===== config.mk =====
export PLATFORM = sky130hd
export DESIGN_NAME = axi_lite_cmd_master
export DESIGN_NICKNAME = d
export VERILOG_FILES = /design/src/rtl/axi_lite_pkg.sv /design/src/rtl/axi_lite_cmd_master.sv
export SDC_FILE = /design/constraint.sdc
export NUM_CORES = 1
export LEC_CHECK = 0
export CAP_MARGIN = 20
export CORE_AREA = 2 2 118 177
export CTS_CLUSTER_DIAMETER = 120
export CTS_CLUSTER_SIZE = 28
export DETAILED_ROUTE_END_ITERATION = 16
export DIE_AREA = 0 0 120 179
export PLACE_DENSITY_LB_ADDON = 0.12
export SLEW_MARGIN = 10
export SYNTH_ARGS = -nofsm -noshare
export SYNTH_HDL_FRONTEND = slang
export SYNTH_SLANG_ARGS = --single-unit

===== constraint.sdc =====
create_clock -name aclk -period 2.7 [get_ports aclk]
set_input_delay 0.27 -clock aclk [delete_from_list [all_inputs] [get_ports aclk]]
set_output_delay 0.27 -clock aclk [all_outputs]
set_load 0.005 [all_outputs]

===== src/rtl/axi_lite_pkg.sv =====
// Shared AXI4-Lite definitions: response codes, channel widths and the
// command-master state encoding.
package axi_lite_pkg;

  localparam int unsigned DATA_W = 32;
  localparam int unsigned STRB_W = 4;
  localparam int unsigned RESP_W = 2;

  localparam logic [RESP_W-1:0] RESP_OKAY   = 2'b00;
  localparam logic [RESP_W-1:0] RESP_EXOKAY = 2'b01;
  localparam logic [RESP_W-1:0] RESP_SLVERR = 2'b10;
  localparam logic [RESP_W-1:0] RESP_DECERR = 2'b11;

  localparam int unsigned STATE_W = 6;

  // One-hot so each state decode is a single flop bit.
  typedef enum logic [STATE_W-1:0] {
    ST_IDLE    = 6'b000001,
    ST_WR_REQ  = 6'b000010,
    ST_WR_RESP = 6'b000100,
    ST_RD_REQ  = 6'b001000,
    ST_RD_RESP = 6'b010000,
    ST_RSP     = 6'b100000
  } state_e;

endpackage


===== src/rtl/axi_lite_cmd_master.sv =====
// Single-outstanding AXI4-Lite initiator: one command in, one AXI read or
// write out, one response back. All outputs are registered.
module axi_lite_cmd_master
  import axi_lite_pkg::*;
#(
  parameter int unsigned ADDR_WIDTH   = 32,
  parameter int unsigned ARUSER_WIDTH = 4
) (
  input  logic                    aclk,
  input  logic                    areset,
  input  logic                    cmd_valid,
  output logic                    cmd_ready,
  input  logic                    cmd_write,
  input  logic [ADDR_WIDTH-1:0]   cmd_addr,
  input  logic [DATA_W-1:0]       cmd_wdata,
  input  logic [STRB_W-1:0]       cmd_wstrb,
  input  logic [ARUSER_WIDTH-1:0] cmd_aruser,
  output logic                    rsp_valid,
  input  logic                    rsp_ready,
  output logic                    rsp_write,
  output logic [DATA_W-1:0]       rsp_rdata,
  output logic [RESP_W-1:0]       rsp_resp,
  output logic [ADDR_WIDTH-1:0]   m_awaddr,
  output logic                    m_awvalid,
  input  logic                    m_awready,
  output logic [DATA_W-1:0]       m_wdata,
  output logic [STRB_W-1:0]       m_wstrb,
  output logic                    m_wvalid,
  input  logic                    m_wready,
  input  logic [RESP_W-1:0]       m_bresp,
  input  logic                    m_bvalid,
  output logic                    m_bready,
  output logic [ADDR_WIDTH-1:0]   m_araddr,
  output logic [ARUSER_WIDTH-1:0] m_aruser,
  output logic                    m_arvalid,
  input  logic                    m_arready,
  input  logic [DATA_W-1:0]       m_rdata,
  input  logic [RESP_W-1:0]       m_rresp,
  input  logic                    m_rvalid,
  output logic                    m_rready
);

  state_e state;
  logic   aw_done;
  logic   w_done;

  logic aw_hs_c;
  logic w_hs_c;

  assign aw_hs_c = m_awvalid & m_awready;
  assign w_hs_c  = m_wvalid & m_wready;

  // AW and W complete independently; leave WR_REQ once both have been taken.
  always_ff @(posedge aclk) begin
    if (areset) begin
      state     <= ST_IDLE;
      cmd_ready <= 1'b0;
      aw_done   <= 1'b0;
      w_done    <= 1'b0;
      m_awaddr  <= '0;
      m_awvalid <= 1'b0;
      m_wdata   <= '0;
      m_wstrb   <= '0;
      m_wvalid  <= 1'b0;
      m_bready  <= 1'b0;
      m_araddr  <= '0;
      m_aruser  <= '0;
      m_arvalid <= 1'b0;
      m_rready  <= 1'b0;
      rsp_valid <= 1'b0;
      rsp_write <= 1'b0;
      rsp_rdata <= '0;
      rsp_resp  <= RESP_OKAY;
    end else begin
      case (state)
        ST_IDLE: begin
          if (cmd_valid && cmd_ready) begin
            cmd_ready <= 1'b0;
            if (cmd_write) begin
              m_awaddr  <= cmd_addr;
              m_wdata   <= cmd_wdata;
              m_wstrb   <= cmd_wstrb;
              m_awvalid <= 1'b1;
              m_wvalid  <= 1'b1;
              aw_done   <= 1'b0;
              w_done    <= 1'b0;
              state     <= ST_WR_REQ;
            end else begin
              m_araddr  <= cmd_addr;
              m_aruser  <= cmd_aruser;
              m_arvalid <= 1'b1;
              state     <= ST_RD_REQ;
            end
          end else begin
            cmd_ready <= 1'b1;
          end
        end
        ST_WR_REQ: begin
          if (aw_hs_c) begin
            m_awvalid <= 1'b0;
            aw_done   <= 1'b1;
          end
          if (w_hs_c) begin
            m_wvalid <= 1'b0;
            w_done   <= 1'b1;
          end
          if ((aw_done || aw_hs_c) && (w_done || w_hs_c)) begin
            m_bready <= 1'b1;
            state    <= ST_WR_RESP;
          end
        end
        ST_WR_RESP: begin
          if (m_bvalid) begin
            m_bready  <= 1'b0;
            rsp_valid <= 1'b1;
            rsp_write <= 1'b1;
            rsp_rdata <= '0;
            rsp_resp  <= m_bresp;
            state     <= ST_RSP;
          end
        end
        ST_RD_REQ: begin
          if (m_arready) begin
            m_arvalid <= 1'b0;
            m_rready  <= 1'b1;
            state     <= ST_RD_RESP;
          end
        end
        ST_RD_RESP: begin
          if (m_rvalid) begin
            m_rready  <= 1'b0;
            rsp_valid <= 1'b1;
            rsp_write <= 1'b0;
            rsp_rdata <= m_rdata;
            rsp_resp  <= m_rresp;
            state     <= ST_RSP;
          end
        end
        ST_RSP: begin
          // New commands wait until the pending response is consumed.
          if (rsp_ready) begin
            rsp_valid <= 1'b0;
            cmd_ready <= 1'b1;
            state     <= ST_IDLE;
          end
        end
        default: begin
          state <= ST_IDLE;
        end
      endcase
    end
  end

endmodule


==> results_dict.tcl <==
set metrics [dict create \
    status "complete, no violations" \
    syn_inst 703 \
    synth_edf_count 0 \
    synth_cell_type_count 39 \
    cap_violations 0 \
    antenna_found_initial 0 \
    finalCritPeriodShare_pct 82.4 \
    cp-start-kind "register" \
    overflow 0 \
    placed_cells 1194 \
    grt_usage_pct 17.6 \
    worstRegToRegCells 6 \
    synth_top_area_share_pct 54.2 \
    drtIter0Drc 340 \
    slowest_delay_ns 0.62 \
    crit_path_end_kind "register" \
    comb_power_share_pct 21.0 \
    rrSetupSlack_ns 0.47 \
    cts.clk_slew.worst_paths_ns 0.06 \
    ys_ff_latch 154 \
    fin_setup_tns_ns 0 \
    io_buffers 263 \
    vias 5662 \
    switchingPower_mw 1.74 \
    hold_buffers 0 \
    r2r_end "m_araddr[18]" \
    p_sw_share_pct 27.5 \
    p_per_area_nw_per_um2 690 \
    yosysSeqAreaShare_pct 54.2 \
    slew_violations 0 \
    setup_violations 0 \
    worstPathCellList "or4_1 > or2_1 > nor3_4 > buf_12 > nand2_1 > a21oi_2" \
    antenna_left 0 \
    place_ws_ns 0.519 \
    routedWlPerCell_um 15.8 \
    vias_per_cell 4.63 \
    cts_setup_buffers 0 \
    worstReg2RegStart "state[3]" \
    root_buffer "clkbuf_16" \
    slew_headroom_pct 62.4 \
    syn_area_sq_um 5690 \
    critPathKind "register to register" \
    crit_arrival_ns 2.57 \
    cts_buffers 17 \
    hold_class "input pin to register" \
    power.leakage_nw 3.01 \
    h-tree-depth 4 \
    grt_pass1_vias 5242 \
    syn_nets 821 \
    die_w_um 120 \
    rows 64 \
    cp-startpoint "state[3]" \
    grt_max_degree 65 \
    fill_cells 2019 \
    fmax_ghz 0.449 \
    final_layout_size_suffix_gt1_share_pct 7.92 \
    die_y_um 179 \
    die_area_sq_um 21500 \
    clockBufferDepth 2 \
    final_cells 1223 \
    drt_wl_total_mm 19.3 \
    final_nets 1067 \
    gp_congestion 0.795 \
    yosys_most_used_dff "dfxtp_1" \
    synthTopCellsByArea "dfxtp_1 54%, nand2_1 16%, a21oi_1 11%" \
    seqPwrFrac_pct 40.4 \
    post-route-min-period_ns 2.23 \
    yosysWarnings 0 \
    ir_drop_mv 0.462 \
    post-dp-hpwl_mm 12.9 \
    crit_required_ns 3.05 \
    io_pins 264 \
    async_reset_ff_share_pct 0 \
    p_int_mw 4.61 \
    report.power.total_mw 6.36 \
    clkPwrFrac_pct 38.7 \
    cts_tree "yes" \
    drcViolationCount 0 \
    hold_violations 0 \
    crit_path_end "m_araddr[18]" \
    cp.depth 6 \
    tightest_slew_ns 0.564 \
    setup_ws_ns 0.475 \
    start_util_pct 28.3 \
    cp_num_buf_inv 1 \
    antenna_cells 0 \
    syn_avg_cell_area_sq_um 8.10 \
    ctsResizeCount 0 \
    final_area_sq_um 9210 \
    skew_ns 0.0103 \
    grt_pass1_wl_mm 29.5 \
    clk-insertion-delay-late_ns 0.42 \
    clkSinkCount 154 \
    area_delta_synth_final_pct 61.8 \
    crit_family "simple AND/OR/NAND/NOR gates" \
    core_area_sq_um 20100 \
    slowest_stage "or4_1" \
    drtPass1Iterations 5 \
    rsz0062_at_grt "false" \
    synth_top_cell_by_area "dfxtp_1" \
    path_max_fanout 36 \
    placed_cell_area_sq_um 8610 \
]
## cell type report
class / count / area (sq um) / area share (%)
timing repair buffer: 278 / 2800 / 30.4
sequential: 154 / 3080 / 33.5
clock buffer: 19 / 453 / 4.92
clock inverter: 10 / 145 / 1.58
multi-input combinational: 495 / 2390 / 26.0
inverter: 3 / 11.3 / 0.122
tap: 264 / 330 / 3.59
## worst register-to-register path, cell delays in order (launching register included)
cell and delay (ns):
dfxtp_1 0.40, or4_1 0.63, or2_1 0.39, nor3_4 0.25, buf_12 0.24, nand2_1 0.12
a21oi_2 0.13
## sequential cells by signal, indices dropped and copies added, names as in the netlist, 2 cells and up
name / count
m_araddr: 32
m_aruser: 4
m_awaddr: 32
m_wdata: 32
m_wstrb: 4
rsp_rdata: 32
rsp_resp: 2
state: 6
## placed cells by master, fill, tap and decap left out, drive strengths merged, types with 3 or more instances in the layout
cell type	synthesis	layout
nand3	34	34
nand2	249	249
clkinv	0	4
a21oi	147	147
nor3	6	6
or4	3	3
a211oi	4	4
mux2i	3	3
o21ai	3	3
inv	3	4
nor3b	7	7
nand2b	3	3
nor2	13	13
clkdlybuf4s50	0	262
dfxtp	154	154
clkbuf	39	19
buf	12	16
bufinv	0	3
## synthesized netlist by cell type (3+ instances only)
cell      number
nand2b_1       3
a211oi_1       4
nand3_1       34
a21oi_1      121
buf_6          3
nor2_1        13
or4_1          3
nand2_1      249
nor3_1         5
mux2i_1        3
a21oi_2       26
dfxtp_1      154
buf_1          3
o21ai_0        3
buf_2          6
inv_1          3
nor3b_1        6
clkbuf_1      39
## power by group through the flow
stage | logic, mW | registers, mW | clock network (mW)
final | 1.33 | 2.56 | 2.46
after global routing | 1.46 | 2.59 | 2.63
after CTS | 1.35 | 2.56 | 2.54
after detailed placement | 1.34 | 2.61 | 0
after global placement | 1.34 | 2.61 | 0
after floorplan | 0.620 | 2.61 | 0
## worst min-delay path by stage
stage               cells after the start            end          start
floorplan                               1       m_bready       m_bvalid
global placement                        2   rsp_rdata[4]   rsp_rdata[4]
detailed placement                      2  rsp_rdata[31]  rsp_rdata[31]
CTS                                     2      rsp_valid         areset
global route                            2         w_done         areset
finish                                  2      rsp_valid         areset
## routing by layer
metal / share of wire [%] / global-route usage [%]
met2: 53 / 30.9
met5: 0 / 0
met4: 2.5 / 7.50
met1: 39 / 20.4
met3: 4.9 / 4.20
## logic make-up after synthesis
kind of cell | Yosys count | share of synthesized area [%]
mux | 4 | 0.725
flops | 154 | 54.2
buf+inv | 54 | 4.09
simple gates | 326 | 24.0
compound gates | 165 | 17.0
## metrics by stage
step	util [%]	hold WS [ns]
2_1_floorplan	-	0.381
3_3_place_gp	42.8	0.438
3_5_place_dp	42.8	0.444
4_1_cts	45.8	0.277
5_1_grt	45.8	0.311
6_report	45.8	0.272
(Power assumes the default switching activity.)
